**src/rtl/sg_pkg.sv**
```systemverilog
// Shared types and constants for the signal-generator sweep sequencer.
package sg_pkg;

   localparam int FREQ_CODE_W = 3;
   localparam int PER_CODE_W  = 3;
   localparam int DUTY_CODE_W = 2;

   // Longest generator output period in clocks; one full period is the settle default.
   localparam int GEN_PERIOD_MAX = 2**18;

   typedef logic [FREQ_CODE_W-1:0] freqCode_t;
   typedef logic [PER_CODE_W-1:0]  perCode_t;
   typedef logic [DUTY_CODE_W-1:0] dutyCode_t;

   localparam dutyCode_t DUTY_LAST = '1;

   typedef enum logic [1:0] {
      IDLE,
      SETTLE,
      MEASURE,
      ADVANCE
   } sgState_t;

endpackage

```
**src/rtl/sg_code_stepper.sv**
```systemverilog
// Nested duty/period/frequency code counter; duty is innermost, frequency outermost.
module sg_code_stepper
   import sg_pkg::*;
#(
   parameter int F_MIN = 1,
   parameter int F_MAX = 7,
   parameter int P_MIN = 1,
   parameter int P_MAX = 7
) (
   input  logic      Clk,
   input  logic      Rst_n,
   input  logic      Clear,
   input  logic      Load,
   input  logic      Step,
   output freqCode_t Freq,
   output perCode_t  Per,
   output dutyCode_t Duty,
   output logic      FinalWrap
);

   localparam freqCode_t F_FIRST = freqCode_t'(F_MIN);
   localparam freqCode_t F_LAST  = freqCode_t'(F_MAX);
   localparam perCode_t  P_FIRST = perCode_t'(P_MIN);
   localparam perCode_t  P_LAST  = perCode_t'(P_MAX);

   // High while the codes sit on the last sweep point, so the next Step wraps all three.
   assign FinalWrap = (Duty == DUTY_LAST) && (Per == P_LAST) && (Freq == F_LAST);

   always_ff @(posedge Clk or negedge Rst_n) begin
      if (!Rst_n) begin
         Freq <= '0;
         Per  <= '0;
         Duty <= '0;
      end else if (Clear) begin
         Freq <= '0;
         Per  <= '0;
         Duty <= '0;
      end else if (Load) begin
         Freq <= F_FIRST;
         Per  <= P_FIRST;
         Duty <= '0;
      end else if (Step) begin
         if (Duty == DUTY_LAST) begin
            Duty <= '0;
            if (Per == P_LAST) begin
               Per  <= P_FIRST;
               Freq <= (Freq == F_LAST) ? F_FIRST : Freq + 1'b1;
            end else begin
               Per <= Per + 1'b1;
            end
         end else begin
            Duty <= Duty + 1'b1;
         end
      end
   end

endmodule

```
**src/rtl/siggen_sweep_controller.sv**
```systemverilog
// Sweeps the generator codes, settling and requesting one meter measurement per point.
//
//   state   | meaning
//   IDLE    | waiting for Start; codes hold last point (or 0 after reset/abort)
//   SETTLE  | new codes applied, counting settle time
//   MEASURE | MeasStart issued, waiting for MeasDone or timeout
//   ADVANCE | one cycle: step codes and StepIndex, decide wrap/finish
module siggen_sweep_controller
   import sg_pkg::*;
#(
   parameter int F_MIN          = 1,
   parameter int F_MAX          = 7,
   parameter int P_MIN          = 1,
   parameter int P_MAX          = 7,
   parameter int SETTLE_CYCLES  = GEN_PERIOD_MAX,
   parameter int TIMEOUT_CYCLES = 1048576,
   parameter int CNT_W          = 21
) (
   input  logic                   Clk,
   input  logic                   Rst_n,
   input  logic                   Start,
   input  logic                   Abort,
   input  logic                   Continuous,
   input  logic                   MeasDone,
   output logic [FREQ_CODE_W-1:0] ControlFrequency,
   output logic [PER_CODE_W-1:0]  ControlPeriodic,
   output logic [DUTY_CODE_W-1:0] ControlDuty,
   output logic                   MeasStart,
   output logic                   Busy,
   output logic                   SweepDone,
   output logic [7:0]             StepIndex,
   output logic                   ErrTimeout
);

   localparam logic [CNT_W-1:0] SETTLE_LAST  = CNT_W'(SETTLE_CYCLES - 1);
   localparam logic [CNT_W-1:0] TIMEOUT_LAST = CNT_W'(TIMEOUT_CYCLES - 1);

   sgState_t         state;
   logic [CNT_W-1:0] cnt;
   logic             contLatched;
   logic             stepClear;
   logic             stepLoad;
   logic             stepAdv;
   logic             finalWrap;

   // A non-continuous sweep must not step past its last point so the codes stay there.
   always_comb begin
      stepClear = 1'b0;
      stepLoad  = 1'b0;
      stepAdv   = 1'b0;
      if (Abort) begin
         stepClear = 1'b1;
      end else begin
         case (state)
            IDLE:    stepLoad = Start;
            ADVANCE: stepAdv  = !finalWrap || contLatched;
            default: ;
         endcase
      end
   end

   sg_code_stepper #(
      .F_MIN(F_MIN),
      .F_MAX(F_MAX),
      .P_MIN(P_MIN),
      .P_MAX(P_MAX)
   ) u_stepper (
      .Clk      (Clk),
      .Rst_n    (Rst_n),
      .Clear    (stepClear),
      .Load     (stepLoad),
      .Step     (stepAdv),
      .Freq     (ControlFrequency),
      .Per      (ControlPeriodic),
      .Duty     (ControlDuty),
      .FinalWrap(finalWrap)
   );

   always_ff @(posedge Clk or negedge Rst_n) begin
      if (!Rst_n) begin
         state       <= IDLE;
         cnt         <= '0;
         contLatched <= 1'b0;
         MeasStart   <= 1'b0;
         Busy        <= 1'b0;
         SweepDone   <= 1'b0;
         StepIndex   <= '0;
         ErrTimeout  <= 1'b0;
      end else begin
         MeasStart <= 1'b0;
         SweepDone <= 1'b0;
         if (Abort) begin
            state <= IDLE;
            cnt   <= '0;
            Busy  <= 1'b0;
         end else begin
            case (state)
               IDLE: begin
                  if (Start) begin
                     contLatched <= Continuous;
                     ErrTimeout  <= 1'b0;
                     StepIndex   <= '0;
                     cnt         <= '0;
                     Busy        <= 1'b1;
                     state       <= SETTLE;
                  end
               end
               SETTLE: begin
                  if (cnt == SETTLE_LAST) begin
                     cnt       <= '0;
                     MeasStart <= 1'b1;
                     state     <= MEASURE;
                  end else begin
                     cnt <= cnt + 1'b1;
                  end
               end
               MEASURE: begin
                  cnt <= cnt + 1'b1;
                  // A done arriving on the timeout cycle still counts as a good measurement.
                  if (MeasDone) begin
                     state <= ADVANCE;
                  end else if (cnt == TIMEOUT_LAST) begin
                     ErrTimeout <= 1'b1;
                     state      <= ADVANCE;
                  end
               end
               ADVANCE: begin
                  cnt <= '0;
                  if (finalWrap && contLatched) begin
                     StepIndex <= '0;
                     state     <= SETTLE;
                  end else if (finalWrap) begin
                     StepIndex <= StepIndex + 1'b1;
                     SweepDone <= 1'b1;
                     Busy      <= 1'b0;
                     state     <= IDLE;
                  end else begin
                     StepIndex <= StepIndex + 1'b1;
                     state     <= SETTLE;
                  end
               end
               default: begin
                  Busy  <= 1'b0;
                  state <= IDLE;
               end
            endcase
         end
      end
   end

endmodule

```
**config.mk**
```make
export PLATFORM = sky130hd
export DESIGN_NAME = siggen_sweep_controller
export DESIGN_NICKNAME = d
export VERILOG_FILES = /design/src/rtl/sg_pkg.sv /design/src/rtl/sg_code_stepper.sv /design/src/rtl/siggen_sweep_controller.sv
export SDC_FILE = /design/constraint.sdc
export NUM_CORES = 1
export LEC_CHECK = 0
export BUFFER_PORTS_ARGS = -buffer_cell sky130_fd_sc_hd__buf_2
export CAP_MARGIN = 30
export CORE_UTILIZATION = 53
export DETAILED_ROUTE_END_ITERATION = 10
export GPL_ROUTABILITY_DRIVEN = 0
export PLACE_DENSITY = 0.76
export SLEW_MARGIN = 20
export SYNTH_ARGS = -nofsm -noshare
export SYNTH_HDL_FRONTEND = slang
export SYNTH_SLANG_ARGS = --single-unit
```
**constraint.sdc**
```tcl
create_clock -name Clk -period 2.1 [get_ports Clk]
set_clock_uncertainty 0.05 [all_clocks]
set_input_delay 0.315 -clock Clk [delete_from_list [all_inputs] [get_ports Clk]]
set_output_delay 0.315 -clock Clk [all_outputs]
set_load 0.005 [all_outputs]
```
==> flow_summary.json, run 1 <==
{
  "holdPathEnd": "contLatched",
  "synthTopCellsByArea": "dfrtp_1, ha_1, nand2_1, nor2_1, o21ai_0",
  "grt_pass1_wl_mm": 9.85,
  "cts_made_buffers": 5,
  "clockBufferDepth": 2,
  "synth.cell_area_um2": 2490,
  "antenna_cells": 0,
  "ff2ff_path_depth": 6,
  "async_reset_ff_share_pct": 100,
  "cp_max_fo": 6,
  "worst_slew_pin_slew_ns": 0.526,
  "cp_data_required_time_ns": 2.27,
  "whs_ns": 0.174,
  "rows": 24,
  "cts_setup_buffers": 0,
  "violations": "design-rule violations",
  "dr.pass1.iters": 7,
  "hold_class": "in2reg",
  "wl_per_cell_um": 15.3,
  "tns_ns": 0,
  "fin_crit_ns": 2.06,
  "synth_edf_count": 0,
  "ir_drop_v": 0.000402,
  "antenna_found_initial": 0,
  "yosysTopAreaCellShare_pct": 44.3,
  "hold_depth": 3,
  "die-area_um2": 4970,
  "p_total_w": 0.00214,
  "drive_gt1_share_pct": 22.7,
  "die_w_um": 70.5,
  "synth_top_area_cell": "dfrtp_1",
  "status": "finished with violations",
  "portBuffers": 25,
  "grt_max_degree": 27,
  "hold_viol": 0,
  "cap_violations": 0,
  "cts_root_buf": "clkbuf_8",
  "yosys_register_bits": 44,
  "vias": 2245,
  "grt-ovfl-total": 0,
  "routed_wl_mm": 5.69,
  "synth_most_common_cell": "dfrtp_1",
  "coreArea_um2": 4440,
  "initial_core_util_pct": 56.0,
  "p_clk_share_pct": 23.7,
  "reg2reg_to": "cnt[16]",
  "power_density_nw_per_um2": 733,
  "grt_usage_pct": 25.1,
  "swShare_pct": 34.7,
  "cts.sinks": 44,
  "route.detailed.drc": 2,
  "io_pins": 26,
  "place_ws_ns": 0.00396,
  "cp-end-kind": "flop",
  "fin_cells": 373,
  "maxSlewViolCount": 0,
  "rsz0062_at_grt": "true",
  "syn_avg_cell_area_um2": 9.05,
  "max_freq_ghz": 0.487,
  "worstSetupPathType": "reg2reg",
  "cts_tree": "done",
  "clk_pin_slew_ns": 0.08,
  "fin_ws_ns": 0.0448,
  "p_sw_w": 0.000744,
  "grt_pass1_vias": 2179,
  "dp_cells": 364,
  "syn2layout_area_growth_pct": 17.6,
  "synth_cell_types": 47,
  "place_hpwl_mm": 4.05,
  "p_comb_share_pct": 32.7,
  "fin_crit_sh_pct": 97.9,
  "ys_top_cells_by_count": "dfrtp_1, nand2_1, nor2_1",
  "yosysWarnings": 0,
  "via_per_inst": 6.02,
  "holdCritStartpoint": "Continuous",
  "seq_area_frac_synth_pct": 44.3,
  "htree_levels": 2,
  "ant_nets": 0,
  "die_y_um": 70.5,
  "arrival_ns": 2.22,
  "syn_nets": 292,
  "p_int_w": 0.00140,
  "syn_inst": 275,
  "drt_iter0_drc": 108,
  "worstSetupStartpointType": "flop",
  "r2r_setup_slack_ns": 0.04,
  "clkLatencyLatePin_ns": 0.30,
  "seqPwrFrac_pct": 43.6,
  "setup_viol": 0,
  "timing.rr.start": "cnt[1]",
  "synthFlopType": "dfrtp_1",
  "p_leak_nw": 1.34,
  "timing.slew.headroom_pct": 65.0,
  "fin_nets": 338
}
flip-flops by register name, indices dropped and copies added (netlist names):
| name | flops |
|---|---|
| Busy | 1 |
| ErrTimeout | 1 |
| MeasStart | 1 |
| StepIndex | 8 |
| SweepDone | 1 |
| cnt | 21 |
| contLatched | 1 |
| state | 2 |
| u_stepper.Duty | 2 |
| u_stepper.Freq | 3 |
| u_stepper.Per | 3 |
cell type report:
cell class	count	area (um^2)
multi-input cells	215	1340
flip-flops and latches	44	1100
repair buffers	49	320
clock inverters	1	5.00
well taps	52	65.1
inverters	6	22.5
clock buffers	6	72.6
fillers	383	1520
power groups by stage:
stage,sequential (W),combinational [W],clock (W)
floorplan,0.000956,0.000386,0
global placement,0.000946,0.000642,0
detailed placement,0.000950,0.000660,0
CTS,0.000933,0.000665,0.000522
global route,0.000939,0.000781,0.000557
finish,0.000933,0.000701,0.000508
worst max-delay path by stage:
stage                 from       to  cells past startpoint
CTS                 cnt[1]  cnt[16]                      6
finish              cnt[1]  cnt[16]                      6
global route        cnt[1]  cnt[15]                      6
global placement    cnt[1]  cnt[15]                      6
detailed placement  cnt[1]  cnt[16]                      6
floorplan           cnt[1]  cnt[16]                      8
what timing repair did:
| item | CTS | global route |
|---|---|---|
| setup endpoints to repair | 1 | 22 |
| hold buffers | 1 | 0 |
| resized for setup | 1 | 7 |
| cloned | 0 | 1 |
| hold endpoints to repair | 21 | 0 |
| pin swaps | 0 | 2 |
cells by family after synthesis:
| kind of cell | after synthesis | synth area share [%] |
|---|---|---|
| AO/OA/AOI/OAI | 63 | 15.2 |
| buffers and inverters | 17 | 3.52 |
| multiplexers | 9 | 3.77 |
| adder cells (fa/ha/maj) | 11 | 5.53 |
| AND/OR/NAND/NOR | 125 | 25.6 |
| flip-flops | 44 | 44.3 |
| XOR/XNOR | 6 | 2.11 |
routing by layer:
metal	up-vias	routed length, um	track usage, %
li1	1096	-	-
met1	1082	2610	32.0
met4	0	101	11.1
met3	11	271	5.19
met2	56	2710	41.2
met5	-	0	0
worst max-delay path, stage by stage, from the launching register on:
cell and delay, ns:
dfrtp_1 0.39, ha_2 0.19, and3_4 0.17, and3_4 0.18, a211o_2 0.36, or4_1 0.47, a31oi_1 0.16
per-stage QoR:
step           util, %  instance area [um^2]
4_1_cts           65.1                  2890
2_1_floorplan        -                  2490
5_1_grt           65.8                  2930
3_3_place_gp      63.1                  2810
3_5_place_dp      63.1                  2810
6_report          65.8                  2930
cells in the final DEF, fill, tap and decap left out, drive strengths merged, types with 3 or more instances in the layout:
| master | n |
|---|---|
| and4 | 3 |
| buf | 48 |
| nand4 | 5 |
| clkbuf | 6 |
| inv | 6 |
| mux2 | 3 |
| mux2i | 6 |
| ha | 11 |
| nor2 | 28 |
| nand2 | 33 |
| dfrtp | 44 |
| a21oi | 16 |
| xnor2 | 4 |
| or3 | 7 |
| o21ai | 22 |
| nand2b | 4 |
| nand3 | 18 |
| and3 | 7 |
| a31oi | 8 |
| nor3 | 8 |
Note: power is estimated with default switching activity, not from simulation.
==> inputs of run 2 (changes only) <==
- PLACE_DENSITY: 0.76 -> default
- PLACE_DENSITY_LB_ADDON: default -> 0.15
- SETUP_SLACK_MARGIN: default -> 0.1
==> run 2 against run 1 <==
The flow still finishes with violations (design-rule violations). Power grew 4.3%. Non-clock buffer count shrank 1. Via count shrank 0.49%. Final cell count is the same. Worst setup slack lost 0.0024 ns.
==> flow_summary.json, run 2 (synthesis gave the netlist of run 1 again) <==
{
  "status": "finished with violations",
  "violations": "design-rule violations",
  "syn2layout_area_growth_pct": 20.6,
  "htree_levels": 2,
  "fin_nets": 337,
  "final_cell_mix": "dfrtp_1, nand2_1, nor2_1, buf_2",
  "arrival_ns": 2.22,
  "hold_class": "in2reg",
  "grt_pass1_vias": 2138,
  "dpl_cell_area_um2": 2770,
  "timing.rr.start": "cnt[0]",
  "p_int_w": 0.00147,
  "swShare_pct": 34.3,
  "rsz0062_at_grt": "true",
  "cpMostUsedCell": "and3_4",
  "slowest_stage": "or4_1",
  "die-area_um2": 4970,
  "cp_data_required_time_ns": 2.27,
  "portBuffers": 25,
  "ant_nets": 0,
  "dr.pass1.iters": 8,
  "wl_per_cell_um": 15.1,
  "vias": 2234,
  "cp_max_fo": 5,
  "drt_iter0_drc": 93,
  "worstSetupStartpointType": "flop",
  "power_density_nw_per_um2": 745,
  "holdCritStartpoint": "Continuous",
  "grt_max_degree": 25,
  "seqPwrFrac_pct": 41.9,
  "cts_tree": "done",
  "fin_crit_ns": 2.06,
  "place_hpwl_mm": 3.89,
  "startpoint": "cnt[0]",
  "fin_util_pct": 67.5,
  "cts.sinks": 44,
  "die_y_um": 70.5,
  "antenna_cells": 0,
  "place_ws_ns": -0.0415,
  "io_pins": 26,
  "worstSetupPathType": "reg2reg",
  "whs_ns": 0.177,
  "die_w_um": 70.5,
  "mostFrequentLayoutCell": "dfrtp_1",
  "p_comb_share_pct": 33.4,
  "reg_top3": "cnt (21), StepIndex (8)",
  "ir_drop_v": 0.000364,
  "p_sw_w": 0.000766,
  "fin_crit_sh_pct": 98.0,
  "p_clk_share_pct": 24.7,
  "grt-ovfl-total": 0,
  "p_leak_nw": 1.35,
  "max_freq_ghz": 0.486,
  "cp-end-kind": "flop",
  "initial_core_util_pct": 56.0,
  "finalInstanceArea_um2": 3000,
  "worst_slew_pin_slew_ns": 0.539,
  "path_cells": "ha_2 > and3_4 > and3_4 > a211o_4 > or4_1 > a31oi_1",
  "grt_pass1_wl_mm": 9.51,
  "routed_wl_mm": 5.62,
  "timing.slew.headroom_pct": 64.1,
  "setup_viol": 0,
  "clkLatencyLatePin_ns": 0.30,
  "drive_gt1_share_pct": 26.5,
  "clockBufferDepth": 2,
  "route.detailed.drc": 6,
  "cts_made_buffers": 5,
  "fin_ws_ns": 0.0425,
  "rows": 24,
  "maxSlewViolCount": 0,
  "antenna_found_initial": 0,
  "cap_violations": 0,
  "largest-register": "cnt",
  "grt_usage_pct": 23.9,
  "cpPeakStageDelay_ns": 0.41,
  "coreArea_um2": 4440,
  "hold_viol": 0,
  "via_per_inst": 5.99,
  "cts_root_buf": "clkbuf_8",
  "clk_pin_slew_ns": 0.09,
  "largest_register_ffs": 21
}
[run 2: cell count changes in the layout (fill, tap and decap cells not counted), moves of 2 or more]
cell     delta
a21oi_1     -4
a21oi_2     +4
buf_4       -3
nor3_1      -2
nor3_2      +2
[run 2: cell type report]
cell class              instances  area, um^2
well taps                      52        65.1
multi-input cells             215        1400
clock buffers                   6        82.6
flip-flops and latches         44        1100
fillers                       378        1450
inverters                       6        22.5
clock inverters                 2        10.0
repair buffers                 48         320
[run 2: path summary, 6_finish.rpt]
check	endpoint	slack (ns)	cells past startpoint
max in group asynchronous	cnt[18]	1.01	3
min reg2reg	ErrTimeout	0.46	2
min in group asynchronous	StepIndex[1]	0.47	2
max	cnt[16]	0.04	6
min	contLatched	0.18	3
max reg2reg	cnt[16]	0.04	6
[run 2: per-layer routing]
| metal | wire length (um) | global-route usage, % | vias up | part of all wire, % |
|---|---|---|---|---|
| met4 | 67 | 5.67 | 0 | 1.2 |
| met5 | 0 | 0 | - | 0 |
| met2 | 2830 | 43.0 | 60 | 50 |
| met1 | 2500 | 29.7 | 1072 | 44 |
| li1 | - | - | 1094 | - |
| met3 | 224 | 4.33 | 8 | 4.0 |
[run 2: through the flow]
stage / cells / total power [W] / setup TNS [ns]
3_5_place_dp: 358 / 0.00159 / -0.0462
6_report: 373 / 0.00223 / 0
4_1_cts: 368 / 0.00216 / 0
2_1_floorplan: 275 / 0.00134 / -0.0523
3_3_place_gp: 358 / 0.00157 / 0
5_1_grt: 373 / 0.00236 / 0
[run 2: timing repair]
| item | CTS | global route |
|---|---|---|
| resized for setup | 2 | 18 |
| setup buffers | 1 | 3 |
| pin swaps | 1 | 4 |
| gates cloned | 0 | 2 |
| hold endpoints to repair | 21 | 0 |
| hold buffers | 1 | 0 |
| setup endpoints to repair | 9 | 33 |
[run 2: power groups by stage]
stage | sequential [W] | combinational (W) | clock [W]
after detailed placement | 0.000953 | 0.000634 | 0
after CTS | 0.000936 | 0.000651 | 0.000570
final | 0.000936 | 0.000746 | 0.000552
after floorplan | 0.000956 | 0.000387 | 0
after global routing | 0.000940 | 0.000819 | 0.000599
after global placement | 0.000950 | 0.000622 | 0
[run 2: worst max-delay path: cells and delay by family (launching register included)]
family,cells,cell delay [ns]
AND/OR/NAND/NOR,3,0.80
AO/OA/AOI/OAI,2,0.55
adder cells (fa/ha/maj),1,0.19
flip-flops,1,0.39
==> inputs of run 3 (changes only) <==
- CORE_ASPECT_RATIO: default -> 1.4
==> run 3 against run 2 <==
The run now ends clean. Sequential share of layout area is 0.41 points lower. Sequential power hardly changed. Core utilization is 0.61 points lower. Power is 0.22% higher. Highest routed layer unchanged.
==> flow_summary.json, run 3 (synthesis gave the netlist of run 1 again) <==
{
  "wl_per_cell_um": 15.0,
  "power_density_nw_per_um2": 738,
  "grt_pass1_vias": 2073,
  "ir_drop_v": 0.000429,
  "via_per_inst": 5.85,
  "clkLatencyLatePin_ns": 0.30,
  "dr_wl_met3_um": 178,
  "vias": 2270,
  "mostFrequentLayoutCell": "dfrtp_1",
  "max_freq_ghz": 0.502,
  "path_cells": "ha_2 > and3_4 > and3_4 > a211o_4 > or4_1 > a31oi_1",
  "die_y_um": 83.1,
  "cp_max_fo": 6,
  "cp_data_required_time_ns": 2.27,
  "clockBufferDepth": 2,
  "cp-end-kind": "flop",
  "final_cell_mix": "dfrtp_1, nand2_1, nor2_1, buf_2, buf_4",
  "cap_violations": 0,
  "hold_viol": 0,
  "slowest_stage": "or4_1",
  "io_pins": 26,
  "hold_class": "in2reg",
  "antenna_found_initial": 0,
  "hold_depth": 3,
  "grt-ovfl-total": 0,
  "ff2ff_path_depth": 6,
  "startpoint": "cnt[1]",
  "final.fill_count": 382,
  "reg2reg_to": "cnt[16]",
  "cts_tree": "done",
  "holdCritStartpoint": "Continuous",
  "die-area_um2": 4970,
  "crit_buf_inv": 0,
  "largest_register_ffs": 21,
  "cpMostUsedCell": "and3_4",
  "drt_iter0_drc": 132,
  "place_hpwl_mm": 4.15,
  "grt_pass1_wl_mm": 9.23,
  "p_total_w": 0.00224,
  "timing.rr.start": "cnt[1]",
  "cpPeakStageDelay_ns": 0.40,
  "arrival_ns": 2.16,
  "rsz0062_at_grt": "true",
  "cts_made_buffers": 5,
  "coreArea_um2": 4540,
  "cts_root_buf": "clkbuf_8",
  "grt_max_degree": 25,
  "fin_crit_ns": 1.99,
  "timing.slew.headroom_pct": 65.7,
  "cts.sinks": 44,
  "wl_met1_mm": 2.35,
  "syn2layout_area_growth_pct": 21.9,
  "ant_nets": 0,
  "die_w_um": 59.9,
  "largest-register": "cnt",
  "worstSetupPathType": "reg2reg",
  "status": "finished clean",
  "dr.pass1.iters": 6,
  "whs_ns": 0.190,
  "r2r_setup_slack_ns": 0.11,
  "rows": 29,
  "route.detailed.drc": 0,
  "grt_usage_pct": 24.0,
  "worst_slew_pin_slew_ns": 0.514,
  "holdPathEnd": "contLatched",
  "maxSlewViolCount": 0,
  "clk_pin_slew_ns": 0.08,
  "antenna_cells": 0,
  "reg_top3": "cnt (21), StepIndex (8)",
  "worstSetupStartpointType": "flop",
  "p_leak_nw": 1.38,
  "setup_viol": 0,
  "htree_levels": 2,
  "top_layer_used": "met4",
  "fin_crit_sh_pct": 94.9,
  "wl_met2_mm": 3.16,
  "portBuffers": 25,
  "drive_gt1_share_pct": 25.5,
  "initial_core_util_pct": 54.8,
  "fin_nets": 342,
  "cp_top_family": "simple AND/OR/NAND/NOR gates",
  "routed_wl_mm": 5.83
}
run 3: timing repair:
item / in CTS / in global routing
buffers inserted: 0 / 2
pin swaps: 1 / 2
endpoints found under the setup margin: 9 / 26
gates cloned: 0 / 1
hold endpoints to repair: 20 / 0
resized for setup: 2 / 13
hold buffers: 1 / 0
run 3: cell type report:
cell class                      instances  area, um^2  share of cell area (%)
Sequential cell                        44        1100                    36.3
Multi-Input combinational cell        215        1380                    45.6
Timing Repair Buffer                   53         354                    11.7
Clock inverter                          1        7.51                   0.248
Clock buffer                            7        86.3                    2.85
Inverter                                6        22.5                   0.743
Tap cell                               62        77.6                    2.56
run 3: how the worst max path moves through the flow:
| stage | endpoint | slack (ns) | cells past startpoint |
|---|---|---|---|
| 6_report | cnt[16] | 0.11 | 6 |
| 5_1_grt | state[0] | 0.006 | 7 |
| 4_1_cts | cnt[18] | 0.08 | 6 |
| 3_5_place_dp | cnt[16] | 0.01 | 6 |
| 3_3_place_gp | cnt[15] | 0.07 | 6 |
| 2_1_floorplan | cnt[16] | -0.02 | 8 |
run 3: tightest hold or removal path: cells and delay by family:
family          cells  cell delay [ns]
simple gates        1             0.04
buf+inv             1             0.08
compound gates      1             0.06
run 3: metrics by stage:
stage	setup WS [ns]	setup TNS, ns	area [um^2]	util (%)	std cells
5_1_grt	0.00590	0	3030	66.9	388
4_1_cts	0.0786	0	2960	65.2	385
2_1_floorplan	-0.0177	-0.0523	2500	-	275
3_5_place_dp	0.00957	0	2840	62.7	376
6_report	0.108	0	3030	66.9	388
3_3_place_gp	0.0654	0	2840	62.7	376
run 3: where the power goes:
part	switching, W	internal, W
Clock	0.000291	0.000268
Combinational	0.000434	0.000310
Sequential	0.0000415	0.000895
run 3: routing by layer:
metal  up-vias  GRT usage [%]
met2        56           41.4
li1       1104              -
met5         -              0
met4         0           9.94
met3        15           3.58
met1      1095           28.7
